[src/rtl/ahb_pkg.sv]
// Shared AHB-Lite encodings and master FSM state type.
package ahb_pkg;

    localparam logic [1:0] HTRANS_IDLE   = 2'b00;
    localparam logic [1:0] HTRANS_NONSEQ = 2'b10;

    localparam logic [2:0] HSIZE_BYTE = 3'b000;
    localparam logic [2:0] HSIZE_HALF = 3'b001;
    localparam logic [2:0] HSIZE_WORD = 3'b010;

    localparam logic HRESP_OKAY  = 1'b0;
    localparam logic HRESP_ERROR = 1'b1;

    localparam logic [2:0] HBURST_SINGLE = 3'b000;

    typedef enum logic [2:0] {IDLE, ADDR, DATA, ERRW, RESP} mst_state_t;

    // Size 3 is never legal; halfwords need addr[0]=0, words addr[1:0]=0.
    function automatic logic is_misaligned(input logic [1:0] size, input logic [1:0] addr_lo);
        return (size == 2'd3) ||
               (size == 2'd1 && addr_lo[0]) ||
               (size == 2'd2 && addr_lo != 2'd0);
    endfunction

endpackage

[src/rtl/ahb_lane_align.sv]
// Byte-lane steering: store data replication and load data extraction.
module ahb_lane_align
    import ahb_pkg::*;
(
    input  logic [1:0]  wr_size,
    input  logic [31:0] wr_data,
    input  logic [1:0]  rd_size,
    input  logic [1:0]  rd_addr_lo,
    input  logic [31:0] rd_bus,
    output logic [31:0] wr_lanes,
    output logic [31:0] rd_data
);

    // Replicate the right-justified store data onto every lane it may occupy.
    always_comb begin
        wr_lanes = wr_data;
        case ({1'b0, wr_size})
            HSIZE_BYTE: wr_lanes = {4{wr_data[7:0]}};
            HSIZE_HALF: wr_lanes = {2{wr_data[15:0]}};
            default:    wr_lanes = wr_data;
        endcase
    end

    // Pull the addressed lane down to bit 0 and zero-extend.
    always_comb begin
        rd_data = rd_bus;
        case ({1'b0, rd_size})
            HSIZE_BYTE: begin
                case (rd_addr_lo)
                    2'd0:    rd_data = {24'h0, rd_bus[7:0]};
                    2'd1:    rd_data = {24'h0, rd_bus[15:8]};
                    2'd2:    rd_data = {24'h0, rd_bus[23:16]};
                    default: rd_data = {24'h0, rd_bus[31:24]};
                endcase
            end
            HSIZE_HALF: rd_data = rd_addr_lo[1] ? {16'h0, rd_bus[31:16]} : {16'h0, rd_bus[15:0]};
            default:    rd_data = rd_bus;
        endcase
    end

endmodule

[src/rtl/ahb_lite_master.sv]
// Core load/store port to AHB-Lite single-beat master with misalign and timeout errors.
module ahb_lite_master
    import ahb_pkg::*;
#(
    parameter int TIMEOUT_CYCLES = 256
) (
    input  logic        clk,
    input  logic        reset,
    input  logic        req_valid,
    output logic        req_ready,
    input  logic        req_write,
    input  logic [1:0]  req_size,
    input  logic [31:0] req_addr,
    input  logic [31:0] req_wdata,
    output logic        rsp_valid,
    output logic [31:0] rsp_rdata,
    output logic        rsp_err,
    output logic [31:0] HADDR,
    output logic [1:0]  HTRANS,
    output logic        HWRITE,
    output logic [2:0]  HSIZE,
    output logic [2:0]  HBURST,
    output logic [31:0] HWDATA,
    input  logic [31:0] HRDATA,
    input  logic        HREADY,
    input  logic        HRESP
);

    localparam logic [15:0] TO_LAST = 16'(TIMEOUT_CYCLES - 1);

    mst_state_t  state;
    logic [31:0] haddr_q;
    logic [2:0]  hsize_q;
    logic        hwrite_q;
    logic [31:0] hwdata_q;
    logic [15:0] wait_cnt;
    logic        rsp_err_q;
    logic [31:0] rsp_rdata_q;
    logic [31:0] wr_lanes;
    logic [31:0] rd_data;

    ahb_lane_align u_lane_align (
        .wr_size    (req_size),
        .wr_data    (req_wdata),
        .rd_size    (hsize_q[1:0]),
        .rd_addr_lo (haddr_q[1:0]),
        .rd_bus     (HRDATA),
        .wr_lanes   (wr_lanes),
        .rd_data    (rd_data)
    );

    assign req_ready = (state == IDLE);
    assign rsp_valid = (state == RESP);
    assign rsp_err   = rsp_err_q;
    assign rsp_rdata = rsp_rdata_q;
    assign HTRANS    = (state == ADDR) ? HTRANS_NONSEQ : HTRANS_IDLE;
    assign HADDR     = haddr_q;
    assign HWRITE    = hwrite_q;
    assign HSIZE     = hsize_q;
    assign HBURST    = HBURST_SINGLE;
    assign HWDATA    = hwdata_q;

    // Transfer sequencer: request latch, bus phases, stall timeout and response.
    always_ff @(posedge clk or posedge reset) begin
        if (reset) begin
            state       <= IDLE;
            haddr_q     <= 32'h0;
            hsize_q     <= HSIZE_BYTE;
            hwrite_q    <= 1'b0;
            hwdata_q    <= 32'h0;
            wait_cnt    <= 16'h0;
            rsp_err_q   <= 1'b0;
            rsp_rdata_q <= 32'h0;
        end else begin
            case (state)
                IDLE: begin
                    rsp_err_q   <= 1'b0;
                    rsp_rdata_q <= 32'h0;
                    if (req_valid) begin
                        if (is_misaligned(req_size, req_addr[1:0])) begin
                            // Rejected without touching the bus.
                            state     <= RESP;
                            rsp_err_q <= 1'b1;
                        end else begin
                            state    <= ADDR;
                            haddr_q  <= req_addr;
                            hsize_q  <= {1'b0, req_size};
                            hwrite_q <= req_write;
                            hwdata_q <= wr_lanes;
                            wait_cnt <= 16'h0;
                        end
                    end
                end
                ADDR: begin
                    if (HREADY) begin
                        state    <= DATA;
                        wait_cnt <= 16'h0;
                    end else if (wait_cnt == TO_LAST) begin
                        state     <= RESP;
                        rsp_err_q <= 1'b1;
                    end else begin
                        wait_cnt <= wait_cnt + 16'd1;
                    end
                end
                DATA: begin
                    if (HREADY) begin
                        state <= RESP;
                        if (HRESP == HRESP_ERROR) begin
                            // ERROR without the mandatory wait cycle; still an error.
                            rsp_err_q <= 1'b1;
                        end else begin
                            rsp_rdata_q <= hwrite_q ? 32'h0 : rd_data;
                        end
                    end else if (wait_cnt == TO_LAST) begin
                        state     <= RESP;
                        rsp_err_q <= 1'b1;
                    end else begin
                        wait_cnt <= wait_cnt + 16'd1;
                        if (HRESP == HRESP_ERROR) state <= ERRW;
                    end
                end
                ERRW: begin
                    if (HREADY || wait_cnt == TO_LAST) begin
                        state     <= RESP;
                        rsp_err_q <= 1'b1;
                    end else begin
                        wait_cnt <= wait_cnt + 16'd1;
                    end
                end
                RESP: begin
                    state       <= IDLE;
                    rsp_err_q   <= 1'b0;
                    rsp_rdata_q <= 32'h0;
                end
                default: state <= IDLE;
            endcase
        end
    end

endmodule

[config.mk]
export PLATFORM = sky130hd
export DESIGN_NAME = ahb_lite_master
export DESIGN_NICKNAME = d
export VERILOG_FILES = /design/src/rtl/ahb_pkg.sv /design/src/rtl/ahb_lane_align.sv /design/src/rtl/ahb_lite_master.sv
export SDC_FILE = /design/constraint.sdc
export NUM_CORES = 1
export LEC_CHECK = 0
export CAP_MARGIN = 20
export CORE_ASPECT_RATIO = 1.75
export CORE_MARGIN = 4
export CORE_UTILIZATION = 30
export CTS_BUF_LIST = sky130_fd_sc_hd__clkbuf_2
export CTS_CLUSTER_DIAMETER = 200
export DETAILED_ROUTE_END_ITERATION = 7
export HOLD_SLACK_MARGIN = 0.02
export PLACE_DENSITY_LB_ADDON = 0.2
export REMOVE_ABC_BUFFERS = 1
export SLEW_MARGIN = 10
export SYNTH_ARGS = -nofsm -noshare
export SYNTH_HDL_FRONTEND = slang
export SYNTH_SLANG_ARGS = --single-unit
[constraint.sdc]
create_clock -name clk -period 3.8 [get_ports clk]
set_input_delay 0.76 -clock clk [delete_from_list [all_inputs] [get_ports clk]]
set_output_delay 0.76 -clock clk [all_outputs]
set_load 0.005 [all_outputs]
# Yosys cells after proc, flatten, opt, wreduce, memory -nomap -nowiden
# Index checks and enable logic that the tools add are counted.
# word_totals
reg_bits	119
elab_cells	84
inputBits	104
output_inout_bits	108
# op_classes
bitwise_logic	1
add_sub_neg	1
eq_ne	22
n_reduce_logical	19
muxes	33
# op_table
op	n
32-bit case mux with 2 select lines	3
16-bit two-way mux	7
32-bit two-way mux	3
16-bit case mux with 4 select lines	1
3-bit two-way mux	8
8-bit case mux with 3 select lines	1
16-bit by 1-bit adder with 16-bit output, second input constant	1
16-bit by 8-bit equality test with 1-bit output, second input constant	1
2-bit inequality test, second input constant	8
3-bit case mux with 4 select lines	1
4-bit AND reduction	2
1-bit two-way mux	7
2-bit by 1-bit equality test with 1-bit output, second input constant	3
2-bit equality test, second input constant	3
3-bit by 2-bit equality test with 1-bit output, second input constant	2
2-bit zero test	3
3-bit AND reduction	2
1-bit case mux with 5 select lines	1
5-bit AND reduction	1
5-bit nonzero test	1
4-bit inequality test, second input constant	1
2-bit nonzero test	2
4-bit nonzero test	1
3-bit by 1-bit equality test with 1-bit output, second input constant	1
other kinds (9)	12

# Longest topological paths before layout
# depth
depth_word	7
ltp_mapped	8
mapped_depth_nobuf	6

# Cells and area by module
# From an unflattened synthesis, not the netlist that was laid out.
# unflattened
cells_unflattened	527
hier_area_um2	6093.3
# by_module_without_submodules
mod	seq_area_each_um2	instances	area_each_um2	cells_each
ahb_lite_master	2977.9	1	4984.8	386
ahb_lane_align	0.0	1	1108.6	141

# Least setup slack after synthesis
# No wires, ideal clock.
# synth_path
path_type	input -> register
from	in req_size[1]
to	reg haddr_q[0] (netlist: HADDR[0])
arrival_ns	1.998
required_time_ns	3.675
n_path_buf	3
setup_slack_ns	1.678
cell_stages	7
path_cell_list	buf_2 a21oi_1 o21ai_0 nand2b_1 buf_2 buf_2 mux2_2
# synth_via
elab_chain_cells	6
word_cells_on_any_way	9
# synth_lines
element	line_no	text
from (decl)	ahb_lite_master.sv:12	input logic [1:0] req_size,
2-bit by 1-bit equality test with 1-bit output	ahb_pkg.sv:21	(size == 2'd1 && addr_lo[0]) ||
1-bit logical AND	ahb_pkg.sv:21	
1-bit logical OR	ahb_pkg.sv:20	return (size == 2'd3) ||
1-bit logical OR (*)	ahb_pkg.sv:21	
1-bit NOT (no line) (*)	--	
3-bit AND reduction (no line) (*)	--	
to (signal assigned)	ahb_lite_master.sv:86	haddr_q <= req_addr;
to (decl)	ahb_lite_master.sv:32	logic [31:0] haddr_q;
# Mark *: on every way between the ends. The rest lies on a longest branch, timed or not.
# A chain may end at the register's enable or synchronous reset.

# Worst setup path after layout
# layout_path
from	reg state[1]
to	out req_ready
# layout_via
elab_chain_cells	1
# layout_lines
element	line_no	text
from (decl)	ahb_lite_master.sv:31	mst_state_t state;
from (signal assigned)	ahb_lite_master.sv:66	state <= IDLE;
from (signal assigned)	ahb_lite_master.sv:82	state <= RESP;
from (signal assigned)	ahb_lite_master.sv:85	state <= ADDR;
3-bit zero test	ahb_lite_master.sv:52	assign req_ready = (state == IDLE);
to (decl)	ahb_lite_master.sv:10	output logic req_ready,
# No other way between the ends.

==> flow_summary.toml <==
[clock_network]
cts_hold_buf = 0
numCtsBuffers = 17
path_clk_slew_ns = 0.24
cts_buffer_depth = 2
cts_root_buffer = "clkbuf_2"
cts_tree = "yes"
postCtsSetupBuffers = 0
clk_latency_ns = 0.65
postCtsResizedCells = 0
ctsHtreeMaxLevel = 4
cts_sinks = 119

[place]
routabilityCongestion = 0.790
place_inst = 983
place_ws_ns = 0.812
hpwl_mm = 13.3
placed_cell_area_sq_um = 7950
port_buffers = 206

[timing]
totalNegativeSetupSlack_ns = 0
hold_viol_final = 0
max_slew_margin = 0.387
fmax_mhz = 312
skew_ns = 0.0468
finalCritPeriodShare = 0.842
fin_ws_ns = 0.599
fin_crit_ns = 3.20
tightestPinTransition_ns = 0.913
hold_ws_ns = 0.407
rsz0062_at_grt = "false"
maxSlewViolCount = 0
setup_violations = 0

[setup_path]
reg2reg_from = "wait_cnt[0]"
rrSetupSlack_ns = 1.49
arrival_ns = 2.44
worstPathRequired_ns = 3.04
ff2ff_path_depth = 6
crit_path_start_kind = "flip-flop"
crit_type = "flip-flop to output pin"
r2r_end = "wait_cnt[13]"
cp_max_fo = 13
cp-end-kind = "output pin"

[yosys]
synth-seq-cells = 119
yosysSeqAreaShare = 0.527
yosysMostFrequentCell = "dfrtp_1"
avgSynthCellArea_sq_um = 10.0
yosysWarnings = 0
syn_inst = 564
synth_top_cell_by_area = "dfrtp_1"
synthTopCellsByArea = "dfrtp_1, mux2_2, nand2_1"
synth_flop_cell = "dfrtp_1"
synthArstFlopShare = 1.00
synth-edff-count = 0
synth_cell_types = 50
synth_top_area_frac = 0.527
synthTopCellsByCount = "dfrtp_1, nand2_1, o21ai_0"
syn-cell-area_sq_um = 5650

[min_path]
hold_class = "input port to async pin"

[grt]
track_usage = 0.167
overflow = 0
first_global_vias = 5255
antenna_found_initial = 2
grt_max_degree = 91
grt_first_pass_wirelength_mm = 28.2

[pwr]
p_total_mw = 5.26
p_sw_frac = 0.361
netSwitchingPower_mw = 1.90
p_seq_frac = 0.378
intPower_mw = 3.36
p_clk_frac = 0.177
p_leak_nw = 3.46
ir_drop_mv = 0.310
p_comb_frac = 0.445
powerDensity_nw_per_um2 = 637

[layout]
syn_to_final_growth_pct = 46.0
instances_no_fill = 1019
nNetsFinal = 871
finish.utilization = 0.444
n_fill_cell = 1830
stdcell_area_sq_um = 8250
drive_gt1_frac = 0.118

[die]
ios = 212
num_rows = 66
core_sq_um = 18600
die_h_microns = 190
dieArea_sq_um = 21200
start_util = 0.304
dieWidth_microns = 112

[status]
run_status = "complete, no violations"

[detailed_routing]
drt_iter0_drc = 240
route.vias.total = 5031
drc = 0
ant_nets = 0
first_pass_iters = 4
avgViaCountPerCell = 4.94
wl_mm = 17.7
routedWlPerCell_microns = 17.3

[job]
max_cap_viol_count = 0
power by group through the flow:
stage                     logic, mW  registers (mW)  clock network, mW
after floorplan               0.963            2.01                  0
after global placement         2.32            2.00                  0
after detailed placement       2.36            2.02                  0
after CTS                      2.37            1.99              0.970
after global routing           2.57            2.06               1.03
final                          2.34            1.99              0.930
worst max-delay path by stage:
stage	from	end	slack [ns]
floorplan	reset	HADDR[0]	-0.12
detailed placement	req_addr[0]	wait_cnt[12]	0.81
global route	state[1]	rsp_valid	0.43
finish	state[1]	req_ready	0.60
global placement	req_addr[0]	wait_cnt[12]	0.88
CTS	state[1]	req_ready	0.52
routing by layer:
layer,share of wire,global-route usage,vias up
met4,0.036,0.0787,0
met5,0,0,-
met2,0.54,0.307,167
met3,0.058,0.0401,27
met1,0.36,0.178,2440
li1,-,-,2397
cell families after synthesis:
| kind of cell | count (synthesis) | share of synthesized area |
|---|---|---|
| buffers and inverters | 47 | 0.0368 |
| AND/OR/NAND/NOR | 179 | 0.148 |
| multiplexers | 68 | 0.130 |
| flip-flops | 119 | 0.527 |
| adder cells (fa/ha/maj) | 1 | 0.00221 |
| AO/OA/AOI/OAI | 149 | 0.155 |
| other | 1 | 0.000664 |
cell usage in the layout, fill, tap and decap left out, types with 3 or more instances in the layout:
cell,Yosys,final
clkdlybuf4s50_1,0,206
dfrtp_1,119,119
nand2_1,97,97
o21ai_0,68,68
mux2_2,43,43
a21oi_1,33,33
mux2i_1,25,25
nor2_1,25,24
clkbuf_2,1,17
nand3_1,10,10
o31ai_1,10,10
a31oi_1,10,10
inv_1,10,9
nand2b_1,9,8
a22o_1,8,8
buf_4,6,8
nor2b_1,7,7
clkinv_4,0,6
o21bai_1,5,5
conb_1,1,5
nor3_1,4,4
o211ai_1,4,4
nand4_1,3,3
or3_1,3,3
a211oi_1,3,3
or4_1,3,3
bufinv_16,0,3
flip-flops by register name, indices dropped and copies added (netlist names):
name / cells
HWRITE: 1
state: 3
HWDATA: 32
rsp_err: 1
HSIZE: 2
rsp_rdata: 32
HADDR: 32
wait_cnt: 16
critical path, stage by stage, from the launching register on:
cell and delay [ns]:
dfrtp_1 0.55, or2_1 0.35, nor2_1 0.31, clkdlybuf4s50_1 0.60
layout make-up:
type                       count  area [sq um]  share of cell area
antenna                        2          5.00            0.000607
tap                          238           298              0.0361
timing repair buffer         216          2160               0.262
clock inverter                15           194              0.0235
inverter                      10          40.0             0.00485
multi-input combinational    402          2490               0.302
clock buffer                  17          85.1              0.0103
sequential                   119          2980               0.361
No activity file was read; power rests on OpenSTA's default activity.
